===== config.mk =====
export PLATFORM = sky130hd
export DESIGN_NAME = dwconv2d_stream_engine
export DESIGN_NICKNAME = d
export VERILOG_FILES = /design/src/rtl/dwconv2d_stream_engine.sv
export SDC_FILE = /design/constraint.sdc
export NUM_CORES = 2
export LEC_CHECK = 0
export CAP_MARGIN = 0
export CORE_MARGIN = 5
export CORE_UTILIZATION = 58
export CTS_CLUSTER_DIAMETER = 60
export DETAILED_ROUTE_END_ITERATION = 16
export PLACE_DENSITY = 0.85
export SYNTH_ARGS = -nofsm -noshare
export SYNTH_HDL_FRONTEND = slang
export SYNTH_SLANG_ARGS = --single-unit

===== constraint.sdc =====
create_clock -name clk -period 18.83 [get_ports clk]
set_clock_uncertainty 0.05 [all_clocks]
set_input_delay 2.8245 -clock clk [delete_from_list [all_inputs] [get_ports clk]]
set_output_delay 2.8245 -clock clk [all_outputs]
set_load 0.02 [all_outputs]

===== src/rtl/dwconv2d_stream_engine.sv =====
// Depthwise 2-D convolution engine (N=1, NHWC, signed int8), one filter tap per cycle.
// Optional fused ReLU on the written accumulator when DWCONV_RELU_EN is defined.
module dwconv2d_stream_engine #(
    parameter int DATA_W = 8,
    parameter int ACC_W  = 32,
    parameter int ADDR_W = 16,
    parameter int DIM_W  = 8,
    parameter int MAX_K  = 7
) (
    input  logic              clk,
    input  logic              rst_n,
    input  logic              start,
    input  logic [DIM_W-1:0]  cfg_in_h,
    input  logic [DIM_W-1:0]  cfg_in_w,
    input  logic [DIM_W-1:0]  cfg_ch,
    input  logic [DIM_W-1:0]  cfg_kh,
    input  logic [DIM_W-1:0]  cfg_kw,
    input  logic [DIM_W-1:0]  cfg_stride_h,
    input  logic [DIM_W-1:0]  cfg_stride_w,
    input  logic [DIM_W-1:0]  cfg_pad_t,
    input  logic [DIM_W-1:0]  cfg_pad_l,
    input  logic [DIM_W-1:0]  cfg_out_h,
    input  logic [DIM_W-1:0]  cfg_out_w,
    output logic              in_rd_en,
    output logic [ADDR_W-1:0] in_rd_addr,
    input  logic [DATA_W-1:0] in_rd_data,
    output logic [ADDR_W-1:0] flt_rd_addr,
    input  logic [DATA_W-1:0] flt_rd_data,
    output logic              out_wr_en,
    output logic [ADDR_W-1:0] out_wr_addr,
    output logic [ACC_W-1:0]  out_wr_data,
    output logic              busy,
    output logic              done,
    output logic              err
);

    localparam int DW2   = 2 * DIM_W;
    localparam int PW    = 2 * DIM_W + 2;
    localparam int PRD_W = 2 * DATA_W;

    typedef enum logic [2:0] {S_IDLE, S_RUN, S_DRAIN, S_WRITE, S_DONE} state_t;

    typedef struct packed {
        logic [DIM_W-1:0] in_h;
        logic [DIM_W-1:0] in_w;
        logic [DIM_W-1:0] ch;
        logic [DIM_W-1:0] kh;
        logic [DIM_W-1:0] kw;
        logic [DIM_W-1:0] stride_h;
        logic [DIM_W-1:0] stride_w;
        logic [DIM_W-1:0] pad_t;
        logic [DIM_W-1:0] pad_l;
        logic [DIM_W-1:0] out_h;
        logic [DIM_W-1:0] out_w;
    } cfg_t;

    state_t                  state_q, state_d;
    cfg_t                    cfg_q, cfg_d, cfg_in;
    logic                    err_q, err_d;
    logic                    pend_q, pend_d;
    logic [DIM_W-1:0]        oy_q, oy_d, ox_q, ox_d, c_q, c_d, ky_q, ky_d, kx_q, kx_d;
    logic signed [ACC_W-1:0] acc_q, acc_d;

    logic                    cfg_bad;
    logic [DW2-1:0]          oy_base, ox_base;
    logic signed [PW-1:0]    iy, ix;
    logic                    tap_in;
    logic                    last_kx, last_ky, last_c, last_ox, last_oy;
    logic [ADDR_W-1:0]       in_addr, flt_addr, out_addr;
    logic signed [PRD_W-1:0] prod;
    logic [ACC_W-1:0]        wr_value;

    assign cfg_in = '{in_h: cfg_in_h, in_w: cfg_in_w, ch: cfg_ch, kh: cfg_kh, kw: cfg_kw,
                      stride_h: cfg_stride_h, stride_w: cfg_stride_w, pad_t: cfg_pad_t,
                      pad_l: cfg_pad_l, out_h: cfg_out_h, out_w: cfg_out_w};

    assign cfg_bad = (cfg_kh == '0) || (cfg_kw == '0) || (cfg_ch == '0) ||
                     (cfg_stride_h == '0) || (cfg_stride_w == '0) ||
                     (cfg_out_h == '0) || (cfg_out_w == '0) ||
                     (cfg_kh > DIM_W'(MAX_K)) || (cfg_kw > DIM_W'(MAX_K));

    // Input coordinates are formed wide and signed so padding yields negatives.
    assign oy_base = DW2'(oy_q) * DW2'(cfg_q.stride_h);
    assign ox_base = DW2'(ox_q) * DW2'(cfg_q.stride_w);
    assign iy      = $signed(PW'(oy_base) + PW'(ky_q)) - $signed(PW'(cfg_q.pad_t));
    assign ix      = $signed(PW'(ox_base) + PW'(kx_q)) - $signed(PW'(cfg_q.pad_l));
    assign tap_in  = !iy[PW-1] && !ix[PW-1] &&
                     (iy < $signed(PW'(cfg_q.in_h))) && (ix < $signed(PW'(cfg_q.in_w)));

    assign last_kx = (kx_q == cfg_q.kw - DIM_W'(1));
    assign last_ky = (ky_q == cfg_q.kh - DIM_W'(1));
    assign last_c  = (c_q  == cfg_q.ch - DIM_W'(1));
    assign last_ox = (ox_q == cfg_q.out_w - DIM_W'(1));
    assign last_oy = (oy_q == cfg_q.out_h - DIM_W'(1));

    assign in_addr  = (ADDR_W'($unsigned(iy)) * ADDR_W'(cfg_q.in_w) + ADDR_W'($unsigned(ix)))
                      * ADDR_W'(cfg_q.ch) + ADDR_W'(c_q);
    assign flt_addr = (ADDR_W'(ky_q) * ADDR_W'(cfg_q.kw) + ADDR_W'(kx_q))
                      * ADDR_W'(cfg_q.ch) + ADDR_W'(c_q);
    assign out_addr = (ADDR_W'(oy_q) * ADDR_W'(cfg_q.out_w) + ADDR_W'(ox_q))
                      * ADDR_W'(cfg_q.ch) + ADDR_W'(c_q);

    assign prod = PRD_W'($signed(in_rd_data)) * PRD_W'($signed(flt_rd_data));

    always_comb begin
        // NOTE: every variable gets a default before the case so no path infers a latch.
        state_d = state_q;
        cfg_d   = cfg_q;
        err_d   = err_q;
        oy_d    = oy_q;
        ox_d    = ox_q;
        c_d     = c_q;
        ky_d    = ky_q;
        kx_d    = kx_q;
        pend_d  = 1'b0;
        acc_d   = pend_q ? acc_q + ACC_W'(prod) : acc_q;

        unique case (state_q)
            S_IDLE: begin
                if (start) begin
                    cfg_d   = cfg_in;
                    err_d   = cfg_bad;
                    oy_d    = '0;
                    ox_d    = '0;
                    c_d     = '0;
                    ky_d    = '0;
                    kx_d    = '0;
                    state_d = cfg_bad ? S_DONE : S_RUN;
                end
            end
            S_RUN: begin
                pend_d = tap_in;
                if (ky_q == '0 && kx_q == '0) begin
                    acc_d = '0;
                end
                if (last_kx) begin
                    kx_d = '0;
                    if (last_ky) begin
                        ky_d    = '0;
                        state_d = S_DRAIN;
                    end else begin
                        ky_d = ky_q + DIM_W'(1);
                    end
                end else begin
                    kx_d = kx_q + DIM_W'(1);
                end
            end
            S_DRAIN: state_d = S_WRITE;
            S_WRITE: begin
                // Element indices advance only here, after they have addressed the write.
                state_d = S_RUN;
                if (last_c) begin
                    c_d = '0;
                    if (last_ox) begin
                        ox_d = '0;
                        if (last_oy) begin
                            state_d = S_DONE;
                        end else begin
                            oy_d = oy_q + DIM_W'(1);
                        end
                    end else begin
                        ox_d = ox_q + DIM_W'(1);
                    end
                end else begin
                    c_d = c_q + DIM_W'(1);
                end
            end
            S_DONE:  state_d = S_IDLE;
            default: state_d = S_IDLE;
        endcase
    end

    always_ff @(posedge clk or negedge rst_n) begin
        // NOTE: state registers use non-blocking assignments so all update together at the edge.
        if (!rst_n) begin
            state_q <= S_IDLE;
            cfg_q   <= '0;
            err_q   <= 1'b0;
            pend_q  <= 1'b0;
            oy_q    <= '0;
            ox_q    <= '0;
            c_q     <= '0;
            ky_q    <= '0;
            kx_q    <= '0;
            acc_q   <= '0;
        end else begin
            state_q <= state_d;
            cfg_q   <= cfg_d;
            err_q   <= err_d;
            pend_q  <= pend_d;
            oy_q    <= oy_d;
            ox_q    <= ox_d;
            c_q     <= c_d;
            ky_q    <= ky_d;
            kx_q    <= kx_d;
            acc_q   <= acc_d;
        end
    end

`ifdef DWCONV_RELU_EN
    assign wr_value = acc_q[ACC_W-1] ? '0 : acc_q;
`else
    assign wr_value = acc_q;
`endif

    assign in_rd_en    = (state_q == S_RUN) && tap_in;
    assign in_rd_addr  = in_rd_en ? in_addr : '0;
    assign flt_rd_addr = in_rd_en ? flt_addr : '0;
    assign out_wr_en   = (state_q == S_WRITE);
    assign out_wr_addr = out_wr_en ? out_addr : '0;
    assign out_wr_data = out_wr_en ? wr_value : '0;
    assign busy        = (state_q == S_RUN) || (state_q == S_DRAIN) || (state_q == S_WRITE);
    assign done        = (state_q == S_DONE);
    assign err         = err_q;

endmodule

Word level (Yosys, flattened, before mapping)
Index checks and enable logic that the tools add are counted.
{ "word_totals": {"inputBits": 107, "regBits": 165, "output_inout_bits": 85} }
{ "op_classes": {"multipliers": 9, "addsub": 21, "eq_ne": 15, "n_reduce_logical": 36, "order_cmp": 4, "mux": 31} }
{ "ops": {"columns": ["operator", "count"], "rows": [
  ["$mux 32", 4],
  ["$add 16x8->16", 5],
  ["$mul 8x8->16", 5],
  ["$mux 8", 10],
  ["$pmux 8 s2", 5],
  ["$logic_not 8->1", 9],
  ["$mul 16x8->16", 4],
  ["$mux 16", 3],
  ["$add 8x1->8 const B", 5],
  ["$eq 8x8->1", 5],
  ["$sub 8x1->8 const B", 5],
  ["$lt 18x9->1", 2],
  ["$sub 17x8->18", 2],
  ["$add 16x8->17", 2],
  ["$add 32x16->32", 1],
  ["$mux 3", 7],
  ["$add 16x16->16", 1],
  ["$gt 8x3->1 const B", 2],
  ["$pmux 3 s4", 1],
  ["$logic_or 1x1->1", 10],
  ["$reduce_and 3->1", 3],
  ["$ne 2x2->1 const B", 4],
  ["$eq 3x2->1 const B", 2],
  ["$reduce_and 2->1", 3],
  ["other kinds (9)", 16]
]} }

Logic depth before layout (Yosys ltp)
{ "logic_depth": {"depth_word": 12, "ltp_mapped": 54, "depth_no_buf": 51} }

Worst setup path before layout
No wires, ideal clock.
{ "synth_path": {"path_kind": "register to output", "start": "register oy_q[5]", "end": "output port in_rd_addr[15]", "slack_ns": 3.776, "arrival_ns": 12.179, "path_stages_with_launch": 50, "n_path_buf": 2, "cell_sequence": "dfrtp_1 -> clkbuf_1 -> clkbuf_1 -> nand2_1 -> fa_1 -> inv_1 -> fa_1 -> fa_1 -> fa_1 -> inv_1 -> fa_1 -> inv_1 -> ha_1 -> nand3_1 -> nor2_1 -> or2_2 -> nor2_1 -> xnor2_1 -> [14 not listed] -> fa_1 -> inv_1 -> fa_1 -> inv_1 -> fa_1 -> inv_1 -> ha_1 -> or2_2 -> a21oi_1 -> a31oi_1 -> a21oi_1 -> nor2b_1 -> o21a_1 -> o41ai_1 -> xor2_1 -> xor2_1 -> a21oi_1 -> nor3b_2"} }
{ "synth_via": {"elab_chain_cells": 9, "elab_cells_between_ends": 14, "cone_classes": "add/sub: 4; mul: 3; order compare: 1; mux: 1; reduce/logical: 5"} }
{ "synth_lines": {"columns": ["element", "line_no", "source"], "rows": [
  ["from (decl)", "61", "logic [DIM_W-1:0] oy_q, oy_d, ox_q, ox_d, c_q, c_d, ky_q, ky_d, kx_q, kx_d;"],
  ["from (signal assigned)", "191", "oy_q <= oy_d;"],
  ["$mul 8x8->16 *", "83", "assign oy_base = DW2'(oy_q) * DW2'(cfg_q.stride_h);"],
  ["$add 16x8->17 *", "85", "assign iy = $signed(PW'(oy_base) + PW'(ky_q)) - $signed(PW'(cfg_q.pad_t));"],
  ["$sub 17x8->18 *", "85", null],
  ["branches (longest 5 deep; another with $mul 16x8->16)", null, null],
  ["$mux 16 *", "207", "assign in_rd_addr = in_rd_en ? in_addr : '0;"],
  ["to (decl)", "25", "output logic [ADDR_W-1:0] in_rd_addr,"]
]} }
Mark *: on every way between the ends.

Worst setup path after layout
Same ends and word-level chain as after synthesis.

==> qor.tcl <==
set qor(slew_viol_final) 0
set qor(synth.yosys.seq_area_share) 0.111
set qor(clock_tree.htree_level_count) 4
set qor(port-buffer-count) 191
set qor(fp.dieH_um) 263
set qor(flow.area_growth_from_synthesis_pct) 8.52
set qor(synth.cell_area_um2) 37200
set qor(cp.required_ns) 15.96
set qor(synth.distinct_cells) 81
set qor(yosys.cell_count.top_type) {inv_1}
set qor(worst-slew-pin-transition_ns) 1.13
set qor(cts_buffer_depth) 2
set qor(report.final.setup_viol) 0
set qor(powerDensity_nw_per_um2) 39.0
set qor(postSynthCellCount) 4316
set qor(crit_type) {reg2out}
set qor(synth.cells.most_frequent) {904 x inv_1, 597 x fa_1, 585 x nand2_1, 411 x ha_1, 384 x and2_1}
set qor(synth_area_leader_cell) {fa_1}
set qor(total_track_usage) 0.267
set qor(grt_start_max_net_pins) 118
set qor(crit-reg2reg-capture) {pend_q$_DFF_PN0_}
set qor(worst_ep_arrival_time_ns) 14.29
set qor(r2r_start) {oy_q[5]$_DFFE_PN0P_}
set qor(grt_antenna_before_repair) 4
set qor(initial_core_util) 0.587
set qor(cts_inserted_buffers) 17
set qor(number_of_warnings_reported_in_the_yosys_synthesis_log) 0
set qor(vdd_ir_drop_max_mv) 0.0699
set qor(hold_path_startpoint) {cfg_q[80]$_DFFE_PN0P_}
set qor(worstHoldEndpoint) {cfg_q[80]$_DFFE_PN0P_}
set qor(critical_path.max_fanout) 22
set qor(dp_hpwl_um) 73900
set qor(synth_fp_nets) 5431
set qor(hold_path_class) {reg2reg}
set qor(tritoncts) {yes}
set qor(clk_transition_reported_paths_ns) 0.09
set qor(crit_path_max_incr_delay_ns) 0.88
set qor(netlist_top_cells_area) {fa_1 32%, ha_1 14%, dfrtp_1 11%}
set qor(max_clock_freq_ghz) 0.0583
set qor(row_count) 92
set qor(route.detailed.wl_per_inst_um) 17.3
set qor(via_count) 29000
set qor(drt_pass1_iterations) 8
set qor(global_route_overflow) 0
set qor(outcome) {finished clean}
set qor(synthesis.area_per_instance_um2) 8.61
set qor(cellLeakagePower_nw) 20.4
set qor(die_w_um) 263
set qor(grt_pass1_wl_um) 153000
set qor(clock_sink_count) 165
set qor(postCtsHoldBufs) 0
set qor(yosys_register_bits) 165
set qor(netlist.area_leader.share) 0.321
set qor(coreArea_um2) 63300
set qor(cts_root_buf) {clkbuf_16}
set qor(clock_latency_of_the_later_clocked_register_in_the_worst_skew_pair_ns) 0.49
set qor(ys.flop_type) {dfrtp_1}
set qor(finalCritPeriodShare) 0.911
set qor(vias_in_the_first_global_route) 30900
set qor(synth_enable_flop_cells) 0
set qor(setup_total_negative_slack_ns) 0
set qor(drc) 0
set qor(fillers) 5138
set qor(cpMostUsedCell) {fa_1}
set qor(final_layout_size_suffix_gt1_frac) 0.0236
set qor(timing.critical_path.to_type) {primary output}
set qor(final-hold-violation-count) 0
set qor(detail-route-antenna-nets) 0
set qor(fin_crit_ns) 17.16
set qor(drt_wl_total_um) 91200
set qor(dr.first_iter.drc_count) 2089
set qor(fin_util) 0.637
set qor(post_cts_buffers) 0
set qor(design.die.area_um2) 69300
set qor(max_capacitance_violation_count) 0
set qor(kind_of_start_point_of_the_critical_path) {flip-flop}
set qor(number_of_gates_resized_after_cts) 0
set qor(globalplace.congestion) 0.942
set qor(final_nets) 5514
set qor(design.portCount) 192
set qor(rr_worst_depth) 26
set qor(avgViaCountPerCell) 5.52
set qor(cp_max_stage_cell) {dfrtp_1}
set qor(setup_repair_after_global_routing_missed_its_margin) {false}
set qor(worst_hold_path.num_cells) 2
set qor(r2r_slack_ns) 10.71
set qor(synthArstFlopShare) 1.00
set qor(worst_slew_margin_rel) 0.241
[per-stage QoR]
step / instances / power [mW] / worst slack, ns / hold slack [ns] / instance area (um^2)
3_5_place_dp: 5226 / 1.18 / 2.26 / 0.428 / 39700
6_report: 5259 / 1.57 / 1.67 / 0.453 / 40300
2_1_floorplan: 4316 / 0.992 / 3.78 / 0.397 / 37200
5_1_grt: 5258 / 1.70 / 0.722 / 0.467 / 40300
3_3_place_gp: 5226 / 1.15 / 2.50 / 0.415 / 39700
4_1_cts: 5258 / 1.57 / 1.71 / 0.448 / 40300
[area by class of cell]
class / count / area [um^2] / area share
sequential: 165 / 4130 / 0.102
antenna: 1 / 2.50 / 0.0000620
clock buffer: 17 / 425 / 0.0105
inverter: 905 / 3400 / 0.0842
clock inverter: 15 / 186 / 0.00462
tap: 846 / 1060 / 0.0262
timing repair buffer: 213 / 2080 / 0.0515
multi-input combinational: 3097 / 29100 / 0.720
[critical path: cells and delay by family (launching register included)]
kind,cells,cell delay (ns)
buffers and inverters,10,1.07
and+or+nand+nor,11,1.58
adders and majority gates,16,7.38
xor gates and xnor gates,3,1.08
DFF,1,0.88
AOI/OAI and AO/OA,8,1.78
[cell usage in the layout, fill, tap and decap left out, types with 17 or more instances in the layout]
master / synthesis / final
nor2b_1: 31 / 31
inv_1: 904 / 904
nand2_1: 585 / 584
and2_1: 384 / 384
mux2i_1: 28 / 28
a21o_1: 43 / 43
xnor2_1: 144 / 144
dfrtp_1: 165 / 165
clkdlybuf4s50_1: 0 / 190
nor4_1: 27 / 26
nor2_1: 190 / 189
clkbuf_16: 0 / 17
o21ai_0: 118 / 118
buf_4: 0 / 22
fa_1: 597 / 597
nand3_1: 41 / 41
o21bai_1: 18 / 18
nand2b_1: 28 / 28
and3_1: 27 / 27
a21oi_1: 102 / 102
nor3_1: 45 / 45
ha_1: 411 / 411
xor2_1: 66 / 66
[cell families (layout without fill, tap and decap cells)]
logic type,after synthesis,after routing,share of synthesized area
fa+ha+maj,1008,1008,0.460
xor+xnor,218,218,0.0543
simple gates,1441,1441,0.191
compound gates,398,398,0.0680
other cells,0,1,0
buf+inv,1054,1150,0.108
flops,165,165,0.111
mux,32,32,0.00875
[power by group]
| group | switching (mW) | leakage (nW) | internal, mW |
|---|---|---|---|
| clock network | 0.188 | 0.299 | 0.191 |
| logic | 0.467 | 18.0 | 0.374 |
| registers | 0 | 2.05 | 0.354 |
| total | 0.655 | 20.4 | 0.919 |
[layer usage]
metal | share of wire | GRT usage
met5 | 0.00086 | 0
met4 | 0.030 | 0.0834
met3 | 0.074 | 0.0479
met2 | 0.49 | 0.457
met1 | 0.40 | 0.347
[sequential cells by signal, summed over array words and instances (netlist names)]
| signal | cells |
|---|---|
| err | 1 |
| state_q | 3 |
| kx_q | 8 |
| c_q | 8 |
| acc_q | 32 |
| ky_q | 8 |
| pend_q | 1 |
| ox_q | 8 |
| oy_q | 8 |
| cfg_q | 88 |
[worst max-delay path by stage]
stage	start	end	slack, ns	depth (start not counted)
after floorplan	oy_q[5]$_DFFE_PN0P_	in_rd_addr[15]	3.78	49
after global placement	oy_q[5]$_DFFE_PN0P_	in_rd_addr[15]	2.50	48
after detailed placement	oy_q[5]$_DFFE_PN0P_	in_rd_addr[15]	2.26	48
after CTS	oy_q[5]$_DFFE_PN0P_	in_rd_addr[15]	1.71	48
after global routing	oy_q[5]$_DFFE_PN0P_	in_rd_addr[15]	0.72	48
final	oy_q[5]$_DFFE_PN0P_	in_rd_addr[15]	1.67	48
Power figures use the tool's default switching activity.
